### src/rtl/delta_sched_pkg.sv
// Shared types and helpers for the delta_calc_scheduler slice: angle width,
// scheduler states and the round-robin pick.
package delta_sched_pkg;

    localparam int ANGLE_W   = 12;
    localparam int HALF_TURN = 2048;
    localparam int MAX_REQ   = 8;
    localparam int GRANT_W   = 3;
    localparam int CNT_W     = 10;

    typedef enum logic [1:0] {
        IDLE    = 2'd0,
        CALC    = 2'd1,
        RELEASE = 2'd2
    } sched_state_t;

    // First set bit at or after last+1, wrapping modulo num_req; returns last when none is set.
    function automatic logic [GRANT_W-1:0] rr_next(
        input logic [MAX_REQ-1:0] req,
        input logic [GRANT_W-1:0] last,
        input int                 num_req
    );
        logic [GRANT_W-1:0] pick;
        logic               found;
        int                 idx;
        pick  = last;
        found = 1'b0;
        for (int i = 1; i <= MAX_REQ; i++) begin
            idx = (int'(last) + i) % num_req;
            if (!found && (i <= num_req) && req[idx[GRANT_W-1:0]]) begin
                pick  = idx[GRANT_W-1:0];
                found = 1'b1;
            end
        end
        return pick;
    endfunction

endpackage

### src/rtl/calculate_delta.sv
// Shortest-path angle delta datapath. Answers once per enable_calc assertion
// after LATENCY enabled cycles and re-arms when enable_calc drops.
module calculate_delta
    import delta_sched_pkg::*;
#(
    parameter int LATENCY = 1
) (
    input  logic               clock,
    input  logic               reset_n,
    input  logic               enable_calc,
    input  logic [ANGLE_W-1:0] target_angle,
    input  logic [ANGLE_W-1:0] current_angle,
    output logic               dir_shortest,
    output logic [ANGLE_W-1:0] delta_angle,
    output logic               calc_updated
);

    logic [CNT_W-1:0]   lat_q, lat_d;
    logic               armed_q, armed_d;
    logic               upd_q, upd_d;
    logic               dir_q, dir_d;
    logic [ANGLE_W-1:0] delta_q, delta_d;
    logic [ANGLE_W-1:0] cw_dist;

    always_comb begin
        // Modulo-4096 wrap of the subtraction gives the clockwise distance directly.
        cw_dist = target_angle - current_angle;
        lat_d   = lat_q;
        armed_d = armed_q;
        upd_d   = 1'b0;
        dir_d   = dir_q;
        delta_d = delta_q;
        if (!enable_calc) begin
            lat_d   = '0;
            armed_d = 1'b1;
        end else if (armed_q) begin
            if (lat_q == CNT_W'(LATENCY - 1)) begin
                upd_d   = 1'b1;
                armed_d = 1'b0;
                dir_d   = (cw_dist <= ANGLE_W'(HALF_TURN));
                delta_d = dir_d ? cw_dist : (ANGLE_W'(0) - cw_dist);
            end else begin
                lat_d = lat_q + CNT_W'(1);
            end
        end
    end

    always_ff @(posedge clock or negedge reset_n) begin
        if (!reset_n) begin
            lat_q   <= '0;
            armed_q <= 1'b1;
            upd_q   <= 1'b0;
            dir_q   <= 1'b0;
            delta_q <= '0;
        end else begin
            lat_q   <= lat_d;
            armed_q <= armed_d;
            upd_q   <= upd_d;
            dir_q   <= dir_d;
            delta_q <= delta_d;
        end
    end

    assign dir_shortest = dir_q;
    assign delta_angle  = delta_q;
    assign calc_updated = upd_q;

endmodule

### src/rtl/delta_calc_scheduler.sv
// Round-robin arbiter sharing one calculate_delta between NUM_REQ requesters,
// with per-requester done/err pulses and a bounded wait on the datapath.
module delta_calc_scheduler
    import delta_sched_pkg::*;
#(
    parameter int NUM_REQ      = 4,
    parameter int TIMEOUT      = 255,
    parameter int CALC_LATENCY = 1
) (
    input  logic                       clock,
    input  logic                       reset,
    input  logic [NUM_REQ-1:0]         req,
    input  logic [ANGLE_W*NUM_REQ-1:0] target_angle_bus,
    input  logic [ANGLE_W*NUM_REQ-1:0] current_angle_bus,
    output logic [NUM_REQ-1:0]         done,
    output logic [NUM_REQ-1:0]         err,
    output logic                       dir_out,
    output logic [ANGLE_W-1:0]         delta_out,
    output logic [GRANT_W-1:0]         grant_id,
    output logic                       busy
);

    sched_state_t       state_q, state_d;
    logic [GRANT_W-1:0] grant_q, grant_d;
    logic [GRANT_W-1:0] last_grant_q, last_grant_d;
    logic [ANGLE_W-1:0] target_q, target_d;
    logic [ANGLE_W-1:0] current_q, current_d;
    logic [CNT_W-1:0]   cnt_q, cnt_d;
    logic [NUM_REQ-1:0] done_q, done_d;
    logic [NUM_REQ-1:0] err_q, err_d;
    logic               dir_q, dir_d;
    logic [ANGLE_W-1:0] delta_q, delta_d;

    logic [ANGLE_W-1:0] target_arr  [NUM_REQ];
    logic [ANGLE_W-1:0] current_arr [NUM_REQ];
    logic [NUM_REQ-1:0] grant_oh;
    logic [MAX_REQ-1:0] req_ext;
    logic [GRANT_W-1:0] rr_pick;
    logic [ANGLE_W-1:0] target_sel, current_sel;
    logic               enable_calc;
    logic               calc_dir;
    logic [ANGLE_W-1:0] calc_delta;
    logic               calc_updated;
    logic               timed_out;

    generate
        for (genvar gi = 0; gi < NUM_REQ; gi++) begin : g_lane
            assign target_arr[gi]  = target_angle_bus[gi*ANGLE_W +: ANGLE_W];
            assign current_arr[gi] = current_angle_bus[gi*ANGLE_W +: ANGLE_W];
            assign grant_oh[gi]    = (grant_q == GRANT_W'(gi));
        end
    endgenerate

    always_comb begin
        req_ext              = '0;
        req_ext[NUM_REQ-1:0] = req;
        rr_pick              = rr_next(req_ext, last_grant_q, NUM_REQ);
        target_sel           = '0;
        current_sel          = '0;
        for (int i = 0; i < NUM_REQ; i++) begin
            if (rr_pick == GRANT_W'(i)) begin
                target_sel  = target_arr[i];
                current_sel = current_arr[i];
            end
        end
    end

    assign timed_out = (cnt_q == CNT_W'(TIMEOUT));

    always_ff @(posedge clock or posedge reset) begin
        if (reset) begin
            state_q <= IDLE;
        end else begin
            state_q <= state_d;
        end
    end

    always_comb begin
        state_d = state_q;
        case (state_q)
            IDLE:    if (|req) state_d = CALC;
            CALC:    if (calc_updated || timed_out) state_d = RELEASE;
            RELEASE: state_d = IDLE;
            default: state_d = IDLE;
        endcase
    end

    // Result and bookkeeping registers; a late calc_updated takes priority over the timeout.
    always_comb begin
        grant_d      = grant_q;
        last_grant_d = last_grant_q;
        target_d     = target_q;
        current_d    = current_q;
        cnt_d        = cnt_q;
        done_d       = '0;
        err_d        = '0;
        dir_d        = dir_q;
        delta_d      = delta_q;
        case (state_q)
            IDLE: begin
                if (|req) begin
                    grant_d   = rr_pick;
                    target_d  = target_sel;
                    current_d = current_sel;
                    cnt_d     = '0;
                end
            end
            CALC: begin
                if (calc_updated) begin
                    done_d  = grant_oh;
                    dir_d   = calc_dir;
                    delta_d = calc_delta;
                end else if (timed_out) begin
                    err_d = grant_oh;
                end else begin
                    cnt_d = cnt_q + CNT_W'(1);
                end
            end
            RELEASE: last_grant_d = grant_q;
            default: ;
        endcase
    end

    always_ff @(posedge clock or posedge reset) begin
        if (reset) begin
            grant_q      <= '0;
            last_grant_q <= GRANT_W'(NUM_REQ - 1);
            target_q     <= '0;
            current_q    <= '0;
            cnt_q        <= '0;
            done_q       <= '0;
            err_q        <= '0;
            dir_q        <= 1'b0;
            delta_q      <= '0;
        end else begin
            grant_q      <= grant_d;
            last_grant_q <= last_grant_d;
            target_q     <= target_d;
            current_q    <= current_d;
            cnt_q        <= cnt_d;
            done_q       <= done_d;
            err_q        <= err_d;
            dir_q        <= dir_d;
            delta_q      <= delta_d;
        end
    end

    always_comb begin
        busy        = (state_q != IDLE);
        enable_calc = (state_q == CALC);
        done        = done_q;
        err         = err_q;
        dir_out     = dir_q;
        delta_out   = delta_q;
        grant_id    = grant_q;
    end

    calculate_delta #(
        .LATENCY (CALC_LATENCY)
    ) u_calc (
        .clock         (clock),
        .reset_n       (~reset),
        .enable_calc   (enable_calc),
        .target_angle  (target_q),
        .current_angle (current_q),
        .dir_shortest  (calc_dir),
        .delta_angle   (calc_delta),
        .calc_updated  (calc_updated)
    );

endmodule
### config.mk
export PLATFORM = sky130hd
export DESIGN_NAME = delta_calc_scheduler
export DESIGN_NICKNAME = d
export VERILOG_FILES = /design/src/rtl/delta_sched_pkg.sv /design/src/rtl/calculate_delta.sv /design/src/rtl/delta_calc_scheduler.sv
export SDC_FILE = /design/constraint.sdc
export NUM_CORES = 1
export LEC_CHECK = 0
export CAP_MARGIN = 15
export CORE_AREA = 2 2 103 105
export CTS_CLUSTER_DIAMETER = 100
export DETAILED_ROUTE_END_ITERATION = 10
export DIE_AREA = 0 0 105 107
export DONT_BUFFER_PORTS = 1
export GPL_TIMING_DRIVEN = 0
export HOLD_SLACK_MARGIN = 0.05
export PLACE_DENSITY = 0.76
export SYNTH_ARGS = -nofsm -noshare
export SYNTH_HDL_FRONTEND = slang
export SYNTH_HIERARCHICAL = 1
export SYNTH_SLANG_ARGS = --single-unit
### constraint.sdc
create_clock -name clock -period 2.8 [get_ports clock]
set_clock_uncertainty 0.2 [all_clocks]
set_input_delay 0.14 -clock clock [delete_from_list [all_inputs] [get_ports clock]]
set_output_delay 0.14 -clock clock [all_outputs]
set_load 0.005 [all_outputs]
-- Word level (Yosys, flattened, before mapping)
Index checks and enable logic that the tools add are counted.
- input bits: 102
- logic and storage cells: 116
- register bits after elaboration: 88
- order comparisons: 5
- bitwise gates (word level): 4
- equality and inequality tests: 15
- add/sub/neg operators: 8
- reduce and logical (&&, ||, !) cells: 24
- muxes and demuxes: 45
- operator list (operator ; number):
    $mux W12 ; 9
    $mux W10 ; 6
    $add A10 B1 Y10 const B ; 2
    $mux W4 ; 5
    $pmux W10 S2 ; 1
    $lt A3 B4 Y1 const B ; 4
    $mux W1 ; 13
    $bmux W1 S3 ; 4
    $eq A3 B2 Y1 const B ; 4
    $le A12 B12 Y1 const B ; 1
    $mux W3 ; 4
    $ne A2 B2 Y1 const B ; 6
    $sub A1 B12 Y12 const A ; 1
    $sub A12 B12 Y12 ; 1
    $eq A10 B8 Y1 const B ; 1
    $logic_not A10 Y1 ; 1
    $reduce_and A2 Y1 ; 4
    $reduce_or A2 Y1 ; 4
    $eq A3 B1 Y1 const B ; 2
    $logic_not A3 Y1 ; 2
    $add A2 B1 Y2 const B ; 2
    $add A2 B2 Y2 const B ; 2
    $and A1 B1 Y1 const A ; 4
    $mux W2 ; 2
    11 further kinds ; 16

-- Longest topological paths before layout
- word-level depth: 20
- mapped depth: 12
- depth with buffers taken out: 12

-- By module
Netlist, hierarchy kept.
- by module, submodules not included (module ; area an instance (um2) ; times used ; cells each ; sequential area each (um2)):
    delta_calc_scheduler ; 3771.1 ; 1 ; 394 ; 1554.0
    calculate_delta ; 2013.2 ; 1 ; 220 ; 626.9

-- Worst setup path after synthesis
Ideal clock, no wire load.
- path kind: register -> register
- from: register target_q[0]
- to: register u_calc.delta_q[1] (netlist: u_calc/delta_angle[1])
- setup slack: -0.060 ns
- path buffers: 0
- period minus slack after synthesis: 2.860 ns
- data arrival time: 2.530 ns
- required time: 2.469 ns
- stages on the path, launching flop included: 13
- path through: dfrtp_1 inv_1 ha_1 inv_1 fa_1 a21oi_2 o221ai_1 xor2_1 a211oi_4 nand3b_4 o31ai_4 mux2i_1 o21ai_1
- word-level cells in the longest chain between the ends: 3
- elaborated cells between the ends (all ways): 4
- classes of those cells: 2 x add/sub; 1 x order compare; 1 x mux
- ends and longest elaborated chain (element ; line ; RTL):
    from (decl) ; delta_calc_scheduler.sv:26 ; logic [ANGLE_W-1:0] target_q, target_d;
    from (signal assigned) ; delta_calc_scheduler.sv:138 ; target_q <= target_d;
    $sub A12 B12 Y12 * ; calculate_delta.sv:27 ; cw_dist = target_angle - current_angle;
    $sub A1 B12 Y12 / $le A12 B12 Y1 (equally long branches) ; calculate_delta.sv:41, calculate_delta.sv:40 ;
    $mux W12 * ; calculate_delta.sv:41 ; delta_d = dir_d ? cw_dist : (ANGLE_W'(0) - cw_dist);
    to (signal assigned) ; calculate_delta.sv:60 ; delta_q <= delta_d;
    to (decl) ; calculate_delta.sv:22 ; logic [ANGLE_W-1:0] delta_q, delta_d;
Every way passes the cells marked *; elsewhere a longest branch is shown, timed or not.
A chain may end at the register's enable or synchronous reset.

-- Worst setup path in the final report
- from: register target_q[0]
- to: register u_calc.delta_q[5] (netlist: u_calc/delta_angle[5])
The elaborated chain is that of the path after synthesis.

==> results.txt <==
width of the die - 105 um
Post-layout nets - 865
Logic pwr share - 0.112
Layout Area Growth over Synthesis - 31.02%
initial antenna violation count - 1
Synth Register Bits - 87
asr flop ratio synth - 1.000
Yosys warning total - 6
Yosys top cell by area - dfrtp_1
DRT Pass-1 Iters - 7
leakage - 3.197 nW
DR vias - 6,263
DR WL/cell - 23.08 um
sequential power share - 0.512
Net Switching - 0.0006173 W
core box area - 10,090 um2
Die H - 107 um
Tot GR Track Use - 0.3475
Pwr per Cell Area - 323.7 nW/um2
# clock sinks - 87
data required time of the worst path - 2.84 ns
fin crit share - 1.057
Detailed Route Iter0 Violations - 864
Hold Path Class - input port to flop
crit-path cells - inv_1, ha_2, inv_2, fa_2, a21oi_4, o221ai_4, a2111oi_4, or3_4, xnor2_4, buf_6, o311ai_4, xnor2_1, o21ai_1
largest net degree at the start of global routing - 54
Longest Clk Path Bufs - 2
DRC - 0
DP HPWL - 12,290 um
most frequent cells in the layout - dlygate4sd3_1 (106), dfrtp_1 (83), nand2_1 (44)
TritonCTS clock tree - done
later-pin clock latency in the skew report - 0.37 ns
Crit. End Element - flop
global placement routability congestion - 0.9376
Synth Instances - 614
Setup WS pre-CTS - -0.2281 ns
vias per cell - 7.045
Fmax achieved - 0.3379 GHz
H-tree depth - 3
Max stage delay on crit path - 0.40 ns
CP Launch Type - flop
failing checks - negative setup slack
setup violators final - 8
RSZ-0062 raised after global routing - yes
layout cells sized above 1 - 0.1516
number of port buffers - 0
number of synthesized flops with an enable pin - 0
Final Slew Violations - 0
first-pass GRT wire length - 30,930 um
measured slew at the worst slew-check pin - 0.6859 ns
cell area after synthesis - 5784 um2
Crit path arrival time - 3.00 ns
row count - 37
Synth top area share - 0.3634
status - finished with violations
setup slack after layout - -0.1594 ns
fin crit period - 2.959 ns
CTS root buffer - clkbuf_8
Top delay family on crit path - compound AO/OA/AOI/OAI gates
Net Sw Frac - 0.2516
Placed Instances - 751
Slew headroom - 0.5427
clock network power share - 0.376
Max Cap Viol - 0
sequential share of the synthesized area - 0.3770
Mapped Nets - 732
# IOs - 127
top post-synthesis cells by area - dfrtp_1 (36%), o31ai_1 (3.6%), a221oi_1 (3.6%), a311oi_1 (3.6%), and3_1 (3.2%)
most common cell after layout, fill and taps aside - dlygate4sd3_1
Finished Layout Cells - 889
Hold Vio Cnt, Final - 0
Total Power - 0.002454 W
Unique masters post-synth - 74
VDD IR max - 0.1942 mV
Initial Utilization - 0.5731
slowest library cell on the worst path - fa_2
top_reg_cell synth - dfrtp_1
Buf/Inv on CP - 3
die area - 11,240 um2
WL final - 20,520 um
CTS buffer count - 9
Setup Total Neg Slack - -0.8628 ns
internal power - 0.001836 W
clock slew at reported path FFs - 0.09 ns
Fill cells - 695
syn avg cell area - 9.421 um2
Post-DRT Antenna Nets - 0
vias in the first global route - 5,993
critical setup path kind - flop to flop
total grt overflow - 0
worst-path fanout max - 6
-- repair_timing --
item,4_1_cts,5_1_grt
endpoints found under the setup margin,11,35
hold endpoints to repair,110,0
hold buffers,106,0
buffers inserted,6,9
cloned,0,1
resized for setup,10,34
pin swaps,12,15
-- tightest hold or removal path: cells and delay by family --
| kind | cells | cell delay [ns] |
|---|---|---|
| AO/OA/AOI/OAI | 2 | 0.36 |
| AND/OR/NAND/NOR | 1 | 0.06 |
-- through the flow --
stage	hold slack, ns	instance area (um2)	util
finish	0.04867	7579	0.7509
global route	0.05855	7579	0.7509
CTS	0.05221	7337	0.7270
detailed placement	-0.1407	5987	0.5932
global placement	0.1179	5957	0.5903
floorplan	0.1101	5787	-
-- kinds of logic after synthesis --
logic type	synth area share
AOI/OAI and AO/OA	0.2537
xor gates and xnor gates	0.04088
adders and majority gates	0.03591
buffers and inverters	0.05321
DFF	0.3770
muxes	0.03288
and+or+nand+nor	0.2064
-- layout make-up --
cell class              instances  area [um2]  area share
clock inverters                 4       55.05    0.007264
multi-input cells             453        3493      0.4610
flip-flops and latches         87        2182      0.2879
inverters                      26       100.1     0.01321
diodes                          1       2.502   0.0003302
plain buffers                  47       212.7     0.02807
clock buffers                  12       145.1     0.01915
repair buffers                123        1217      0.1606
well taps                     136       170.2     0.02245
-- layer usage --
| layer | track usage | vias up | routed length [um] |
|---|---|---|---|
| met5 | 0 | - | 0 |
| met4 | 0.1829 | 0 | 1139 |
| met3 | 0.08207 | 135 | 2232 |
| met2 | 0.5640 | 537 | 9768 |
| met1 | 0.4318 | 2950 | 7376 |
| li1 | - | 2641 | - |
-- cells in the mapped netlist (3+ instances only) --
cell	number
nor2_1	11
o311ai_0	4
o211ai_1	5
buf_2	9
nand4_1	27
o31ai_1	28
a22oi_1	24
o21a_1	5
or3_1	4
nand3_1	18
o21ai_0	15
clkbuf_1	35
mux2_2	16
o21ai_1	4
nor2b_1	5
ha_1	15
a311oi_1	24
a21oi_1	9
a21oi_2	3
or4_1	5
a21o_1	5
xor2_1	7
dfstp_2	3
nand2b_1	10
a21boi_0	4
a221oi_1	24
nor3_1	33
and3_1	30
dfrtp_1	84
nor4_1	3
and2_1	8
nand2_1	44
buf_4	3
xnor2_1	15
inv_1	26
-- final timing paths --
kind / from / slack (ns) / end / depth (start not counted)
worst max-delay path: target_q[0] / -0.16 / u_calc/delta_angle[5] / 13
worst min-delay path: req[0] / 0.05 / target_q[7] / 3
worst max register to register: target_q[0] / -0.16 / u_calc/delta_angle[5] / 13
worst min register to register: u_calc/delta_angle[2] / 0.29 / u_calc/delta_angle[2] / 2
max in group asynchronous: reset / 1.65 / u_calc/armed_q / 3
min in group asynchronous: reset / 0.09 / current_q[2] / 2
-- power by group through the flow --
stage / Clock [W] / Combinational [W] / Sequential [W]
5_1_grt: 0.000969 / 0.000287 / 0.00126
3_3_place_gp: 0 / 0.000125 / 0.00128
3_5_place_dp: 0 / 0.000134 / 0.00128
6_report: 0.000923 / 0.000275 / 0.00126
4_1_cts: 0.000932 / 0.000251 / 0.00126
2_1_floorplan: 0 / 0.0000961 / 0.00128
-- registers in the layout, summed over array words and instances, names as in the netlist --
register,flops
u_calc/armed_q,1
current_q,12
err,4
u_calc/lat_q,10
delta_out,12
last_grant_q,2
target_q,12
grant_id,3
state_q,2
dir_out,1
u_calc/delta_angle,12
cnt_q,10
u_calc/calc_updated,1
u_calc/dir_shortest,1
done,4
Power figures use the tool's default switching activity.
